==> src/rtl/snap_pkg.sv <==
// Shared types and constants for the snapshot capture controller:
// FSM state encoding, control-word bit positions and status-word bit positions.
package snap_pkg;

    typedef enum logic [2:0] {
        IDLE,
        ARMED,
        DELAY,
        CAPTURE,
        DONE
    } state_t;

    // Control word bit positions (software -> fabric)
    localparam int CTRL_ARM      = 0;
    localparam int CTRL_TRIG_SEL = 1;
    localparam int CTRL_WE_SEL   = 2;

    // Status word bit positions (fabric -> software)
    localparam int STAT_DONE = 31;
    localparam int STAT_BUSY = 30;

endpackage

==> src/rtl/snap_edge_det.sv <==
// 1-bit registered rising-edge detector with synchronous active-high reset.
// Ports: clk, rst (sync, active high), d (level in), rise (d & ~d_registered).
module snap_edge_det (
    input  logic clk,
    input  logic rst,
    input  logic d,
    output logic rise
);

    logic q;

    always_ff @(posedge clk) begin
        if (rst) begin
            q <= 1'b0;
        end else begin
            q <= d;
        end
    end

    // q is cleared by reset, so a level held high through reset release
    // yields exactly one edge on the first post-reset cycle.
    assign rise = d & ~q;

endmodule

==> src/rtl/snap_ctrl_capture.sv <==
// Snapshot capture controller: decodes arm/trigger/write-select bits from the
// software control word, waits for a trigger and writes 2^ADDR_W samples into
// a BRAM write port, reporting done/busy and sample count in a status word.
// Ports: user_clk, user_rst (sync, active high), ctrl[31:0], din, din_valid,
//        din_trig -> bram_addr, bram_din, bram_we, status[31:0];
//        off_val (post-trigger offset) only when SNAP_OFFSET_EN is defined.
// Build option: define SNAP_OFFSET_EN to add the post-trigger DELAY state.
module snap_ctrl_capture
    import snap_pkg::*;
#(
    parameter int DATA_W = 32,
    parameter int ADDR_W = 10,
    parameter int OFF_W  = 16
) (
    input  logic              user_clk,
    input  logic              user_rst,
    input  logic [31:0]       ctrl,
    input  logic [DATA_W-1:0] din,
    input  logic              din_valid,
    input  logic              din_trig,
    output logic [ADDR_W-1:0] bram_addr,
    output logic [DATA_W-1:0] bram_din,
    output logic              bram_we,
    output logic [31:0]       status
`ifdef SNAP_OFFSET_EN
    ,
    input  logic [OFF_W-1:0]  off_val
`endif
);

    // Status layout needs bits [ADDR_W:0] clear of the flag bits.
    if (ADDR_W < 1 || ADDR_W > 29 || OFF_W < 1) begin : g_param_chk
        $error("snap_ctrl_capture: unsupported parameter values");
    end

    state_t          state;
    state_t          state_nxt;
    logic [ADDR_W:0] cnt;
    logic [ADDR_W:0] cnt_nxt;
    logic            done;
    logic            done_nxt;
    logic            busy;
    logic            busy_nxt;
    logic            wr;
    logic            arm_edge;
    logic            qual;
    logic            trig;
    logic            last;
    logic            ctrl_unused;

`ifdef SNAP_OFFSET_EN
    logic [OFF_W-1:0] off_cnt;
    logic [OFF_W-1:0] off_nxt;
`endif

    assign ctrl_unused = ^ctrl[31:3];

    snap_edge_det u_arm_edge (
        .clk  (user_clk),
        .rst  (user_rst),
        .d    (ctrl[CTRL_ARM]),
        .rise (arm_edge)
    );

    assign qual = ctrl[CTRL_WE_SEL] | din_valid;
    assign trig = ctrl[CTRL_TRIG_SEL] | din_trig;
    assign last = (cnt[ADDR_W-1:0] == {ADDR_W{1'b1}});

    always_ff @(posedge user_clk) begin
        if (user_rst) begin
            state     <= IDLE;
            cnt       <= '0;
            done      <= 1'b0;
            busy      <= 1'b0;
            bram_we   <= 1'b0;
            bram_addr <= '0;
            bram_din  <= '0;
`ifdef SNAP_OFFSET_EN
            off_cnt   <= '0;
`endif
        end else begin
            state   <= state_nxt;
            cnt     <= cnt_nxt;
            done    <= done_nxt;
            busy    <= busy_nxt;
            bram_we <= wr;
            if (wr) begin
                bram_addr <= cnt[ADDR_W-1:0];
                bram_din  <= din;
            end
`ifdef SNAP_OFFSET_EN
            off_cnt <= off_nxt;
`endif
        end
    end

    always_comb begin
        state_nxt = state;
        cnt_nxt   = cnt;
        done_nxt  = done;
        busy_nxt  = busy;
        wr        = 1'b0;
`ifdef SNAP_OFFSET_EN
        off_nxt   = off_cnt;
`endif
        if (arm_edge) begin
            // Re-arm wins over anything else happening this cycle.
            state_nxt = ARMED;
            cnt_nxt   = '0;
            done_nxt  = 1'b0;
            busy_nxt  = 1'b1;
        end else begin
            unique case (state)
                IDLE: begin
                    state_nxt = IDLE;
                end
                ARMED: begin
                    if (trig) begin
`ifdef SNAP_OFFSET_EN
                        if (off_val != '0) begin
                            off_nxt   = off_val;
                            state_nxt = DELAY;
                        end else begin
                            state_nxt = CAPTURE;
                            wr        = qual;
                        end
`else
                        state_nxt = CAPTURE;
                        wr        = qual;
`endif
                    end
                end
`ifdef SNAP_OFFSET_EN
                DELAY: begin
                    // The sample that drains the counter is discarded.
                    if (qual) begin
                        off_nxt = off_cnt - 1'b1;
                        if (off_cnt == OFF_W'(1)) begin
                            state_nxt = CAPTURE;
                        end
                    end
                end
`endif
                CAPTURE: begin
                    wr = qual;
                end
                DONE: begin
                    state_nxt = DONE;
                end
                default: begin
                    state_nxt = IDLE;
                end
            endcase
            if (wr) begin
                cnt_nxt = cnt + 1'b1;
                if (last) begin
                    state_nxt = DONE;
                    done_nxt  = 1'b1;
                    busy_nxt  = 1'b0;
                end
            end
        end
    end

    // Derived from registers updated on the same edge as bram_we.
    always_comb begin
        status             = '0;
        status[STAT_DONE]  = done;
        status[STAT_BUSY]  = busy;
        status[ADDR_W:0]   = cnt;
    end

endmodule

==> config.mk <==
export PLATFORM = sky130hd
export DESIGN_NAME = snap_ctrl_capture
export DESIGN_NICKNAME = d
export VERILOG_FILES = /design/src/rtl/snap_pkg.sv /design/src/rtl/snap_edge_det.sv /design/src/rtl/snap_ctrl_capture.sv
export SDC_FILE = /design/constraint.sdc
export NUM_CORES = 1
export LEC_CHECK = 0
export CAP_MARGIN = 20
export CORE_ASPECT_RATIO = 0.6
export CORE_UTILIZATION = 34
export DETAILED_ROUTE_END_ITERATION = 10
export PLACE_DENSITY_LB_ADDON = 0.25
export REMOVE_ABC_BUFFERS = 1
export SETUP_SLACK_MARGIN = 0.1
export SYNTH_ARGS = -nofsm -noshare
export SYNTH_HDL_FRONTEND = slang
export SYNTH_SLANG_ARGS = --single-unit
==> constraint.sdc <==
create_clock -name user_clk -period 1.7 [get_ports user_clk]
set_clock_uncertainty 0.15 [all_clocks]
set_input_delay 0.34 -clock user_clk [delete_from_list [all_inputs] [get_ports user_clk]]
set_output_delay 0.34 -clock user_clk [all_outputs]
set_load 0.05 [all_outputs]
; After elaboration in Yosys (flattened, before gate mapping)
; Cells that the tools add are included.
; W data, S select, Z words.
[op_classes]
div_mod_pow = 0
eq_ne = 4
n_bitwise = 4
reduce_logical = 5
add_sub_neg = 1
muxes = 12
n_shift = 0
magnitude_cmp = 0
multipliers = 0
[ops]
columns = cell, count
row1 = $add A11 B1 Y11 const B, 1
row2 = $eq A10 B10 Y1 const B, 1
row3 = $mux W3, 3
row4 = $pmux W3 S3, 1
row5 = $mux W1, 7
row6 = $reduce_and A2 Y1, 2
row7 = $reduce_bool A2 Y1, 2
row8 = $eq A3 B1 Y1 const B, 1
row9 = $eq A3 B2 Y1 const B, 1
row10 = $eq A3 B3 Y1 const B, 1
row11 = $or A1 B1 Y1, 2
row12 = $pmux W1 S2, 1
row13 = $reduce_or A2 Y1, 1
row14 = $and A1 B1 Y1, 1
row15 = $not A1 Y1, 1
[totals]
regBits = 60
mem_bits_rw = 0
mem_bits_ro = 0
inputBits = 68
n_memories = 0
wordCells = 35
out_inout_bits = 75
latchBits = 0

; Depth between registers and ports, before layout
[logic_depth]
word_depth = 6
ltp_mapped = 7

; By module
; Synthesis repeated with hierarchy kept, for this count alone.
[hier_totals]
cells_unflattened = 290
area_unflattened_um2 = 2393.5
[modules_own_cells]
columns = module, n_inst, area_per_inst_um2, cells_per_inst
row1 = snap_ctrl_capture, 1, 2346.0, 287
row2 = snap_edge_det, 1, 47.5, 3

; Worst setup path before layout
; Ideal clock, no wire load.
[synth_timing]
path_type = register to register
start = register cnt[0]
end = register cnt[8]
t_arrival_ns = 2.077
required_ns = 1.479
stages_incl_launch_ff = 7
setup_ns = 0.071
path_slack_ns = -0.597
path_cell_list = dfxtp_1 > ha_1 > nand2_1 > or4_1 > buf_2 > or3_1 > a21oi_1
[synth_between]
elab_chain_cells = 1
[synth_lines]
columns = item, line_no
row1 = from (decl), snap_ctrl_capture.sv:38  ; logic [ADDR_W:0] cnt;
row2 = from (signal assigned), snap_ctrl_capture.sv:83  ; cnt <= cnt_nxt;
row3 = $add A11 B1 Y11, snap_ctrl_capture.sv:155  ; cnt_nxt = cnt + 1'b1;
; No other way between the ends.
; A chain may end at the register's enable or synchronous reset.

; Final worst setup path
[layout_timing]
start = register state[1]
end = register bram_din[28]
[layout_between]
elab_chain_cells = 4
word_cells_on_any_way = 5
cone_classes = eq/ne (2) / mux (3)
[layout_lines]
columns = item, line_no
row1 = from (decl), snap_ctrl_capture.sv:36  ; state_t state;
row2 = from (signal assigned), snap_ctrl_capture.sv:82  ; state <= state_nxt;
row3 = $eq A3 B2 Y1 / $eq A3 B1 Y1 (equally long branches), snap_ctrl_capture.sv:113  ; unique case (state)
row4 = $pmux W1 S2 *, snap_ctrl_capture.sv:113
row5 = $mux W1 * (2 in a row), snap_ctrl_capture.sv:106  ; if (arm_edge) begin
row6 = to (signal assigned), snap_ctrl_capture.sv:89  ; bram_din <= din;
row7 = to (decl), snap_ctrl_capture.sv:22  ; output logic [DATA_W-1:0] bram_din,
; Mark *: on every way between the ends. The rest lies on a longest branch, timed or not. The select of a mux whose other input is x is not followed.

==> flow_summary_export.csv <==
group,metric,value,unit
run_status,outcome,"finished, violations left",
run_status,violations,"negative setup slack",
logic_synthesis,synth-warning-count,0,
flow_run,max_cap_viol_count,0,
sta,worst_slack,-0.142,ns
clocking,clock_insertion_delay_worst_skew,0.32,ns
logic_synthesis,ys_ff_latch,60,
finish,final_area,4920,µm²
sta,final_period_minus_worst_setup_slack,1.84,ns
route,post-route-drc-count,0,
finish,final_core_util,73.0,%
sta,grt_setup_unrepaired,"yes",
placed_design,placement.cell_area,4020,µm²
global_routing,grt_pass1_vias,2191,
power,ir_drop,0.521,mV
finish,flow.area_growth_from_synthesis,106,%
placed_design,placed_cells,474,
logic_synthesis,synth_cell_types,35,
placed_design,portBuffers,94,
global_routing,grt_max_degree,43,
critical_path,timing.critical_path.slowest_cell_delay,0.63,ns
clocking,clock-sinks,60,
critical_path,timing.critical_path.required,1.74,ns
logic_synthesis,synth.cell_area,2390,µm²
placed_design,dp_hpwl,4630,µm
route,first_pass_iters,4,
sta,number_of_setup_violations_in_the_final_report,51,
clocking,clk_pin_slew_worst_paths,0.05,ns
route,ant_nets,0,
global_routing,grt.overflow.total,0,
critical_path,worstSetupStartpointType,"register",
sta,final.period_utilization,108,%
critical_path,crit_path_cell_trace,"nor3_4 -> buf_4 -> or4_4 -> clkbuf_16 -> nand2_1 -> a21oi_1",
die,num_rows,23,
finish,final_layout_size_suffix_gt1_share,41.9,%
power,power.density,792,nW/µm²
die,floorplan.core_area,6730,µm²
clocking,cts_buffers,9,
die,top_level_ports,143,
route,vias_per_cell,4.80,
placed_design,routabilityCongestion,0.800,
clocking,cts_max_level,3,
clocking,clk_root_buffer_cell,"sky130_fd_sc_hd__clkbuf_16",
logic_synthesis,count_of_flip_flops_with_a_built_in_enable_after_synthesis,0,
route,finalWirelength,8930,µm
die,initial_core_util,35.4,%
critical_path,critPathArrivalTime,1.88,ns
route,drt_first_iter_violations,108,
logic_synthesis,synth_area_per_cell,8.17,µm²
logic_synthesis,postSynth.topFlopCell,"sky130_fd_sc_hd__dfxtp_1",
logic_synthesis,synth_cells,292,
critical_path,slowest_stage,"sky130_fd_sc_hd__or4_4",
logic_synthesis,post_synth_arst_share,0,%
clocking,cts_max_path_buffers,2,
global_routing,total_track_usage,20.2,%
route,route.detailed.wl_per_inst,17.4,µm
global_routing,grt_first_pass_wirelength,11000,µm
finish,fill_cells,477,
logic_synthesis,seq_area_frac_synth,50.3,%
critical_path,critical-path-top-delay-family,"simple AND/OR/NAND/NOR gates",
die,chipWidth,110,µm
route,num_vias,2468,
finish,antenna-diode-count,0,
critical_path,worstPathBufferInverterCount,2,
sta,fmax,543,MHz
critical_path,worst-path-max-fanout,8,
finish,fin_nets,492,
global_routing,grt_antenna_before_repair,0,
die,die_height,66.9,µm
clocking,cts_tree,"done",
finish,instances_no_fill,514,
worst_hold_path,min_path_type,"input port to register",
sta,fin_setup_tns,-3.98,ns
sta,slew_viol_final,0,
critical_path,critical_path.endpoint_type,"register",
critical_path,critical_path_class,"register to register",
sta,finalHoldViolations,0,
finish,layout.cells.most_common_list,"sky130_fd_sc_hd__nand2_1, sky130_fd_sc_hd__buf_12, sky130_fd_sc_hd__dfxtp_1",
die,fp.dieArea,7370,µm²
power,leakage,0.00187,µW
## flip-flops by register name, summed over array words and instances (netlist names)
| name | flops |
|---|---|
| bram_we | 1 |
| done | 1 |
| bram_addr | 10 |
| cnt | 11 |
| u_arm_edge.q | 1 |
| state | 3 |
| busy | 1 |
| bram_din | 32 |
## per-layer routing
metal | GRT usage [%] | part of all wire [%]
met1 | 27.1 | 44
met2 | 29.5 | 46
met3 | 8.81 | 8.6
met4 | 4.93 | 0.59
met5 | 0 | 0
## worst min-delay path, stage by stage
cell,delay (ns)
sky130_fd_sc_hd__buf_2,0.11
sky130_fd_sc_hd__buf_4,0.25
sky130_fd_sc_hd__a21oi_2,0.04
## final timing paths
path | from | cells past startpoint | end | slack, ns
worst min register to register | bram_din[2] | 2 | bram_din[2] | 0.34
worst max register to register | state[1] | 6 | bram_din[28] | -0.14
worst min-delay path | user_rst | 3 | bram_addr[7] | 0.32
worst max-delay path | state[1] | 6 | bram_din[28] | -0.14
## kinds of logic after synthesis
kind of cell | Yosys count | synth area share, %
other cells | 1 | 0.157
compound gates | 61 | 13.7
mux | 1 | 0.420
buf+inv | 40 | 10.2
flops | 60 | 50.3
xor+xnor | 4 | 1.47
simple gates | 124 | 23.2
fa+ha+maj | 1 | 0.524
## what timing repair did
action / 4_1_cts / 5_1_grt
pin swaps: 13 / 8
cloned: 4 / 10
endpoints found under the setup margin: 54 / 58
buffers inserted: 8 / 6
resized for setup: 29 / 64
hold buffers: 0 / 0
endpoints found under the hold margin: 0 / 0
## stage by stage
| stage | power, µW | hold slack, ns | setup slack [ns] |
|---|---|---|---|
| after global placement | 2100 | 0.329 | -0.559 |
| after floorplan | 1780 | 0.259 | -1.06 |
| final | 3890 | 0.319 | -0.142 |
| after detailed placement | 2100 | 0.335 | -0.626 |
| after CTS | 3820 | 0.307 | -0.115 |
| after global routing | 4020 | 0.331 | -0.178 |
## power by group
| group | total, µW | internal [µW] | switching [µW] |
|---|---|---|---|
| Clock | 1660 | 1050 | 615 |
| Sequential | 1490 | 1450 | 41.7 |
| Combinational | 740 | 335 | 405 |
| Total | 3890 | 2830 | 1060 |
## cell usage after synthesis (all sizes together), types with 2 or more instances
library cell / number / area (µm²)
dfxtp: 60 / 1200
buf: 27 / 194
nor3: 2 / 15.0
or3: 5 / 31.3
a21oi: 49 / 245
nor2b: 2 / 12.5
xnor2: 3 / 26.3
clkbuf: 11 / 41.3
o21ai: 5 / 25.0
or4: 3 / 22.5
nor4: 4 / 31.3
nand2b: 3 / 26.3
inv: 2 / 7.51
nand3: 4 / 20.0
nand2: 87 / 327
nor2: 10 / 37.5
o21a: 2 / 15.0
## area by class of cell
class                      count  area, µm²  area share (%)
clock inverter                 4       25.0           0.509
clock buffer                  11        253            5.14
sequential                    60       1210            24.6
inverter                       2       7.51           0.153
tap                           87        109            2.21
multi-input combinational    211       1260            25.7
timing repair buffer         139       2050            41.7
No activity file was read; power rests on OpenSTA's default activity.
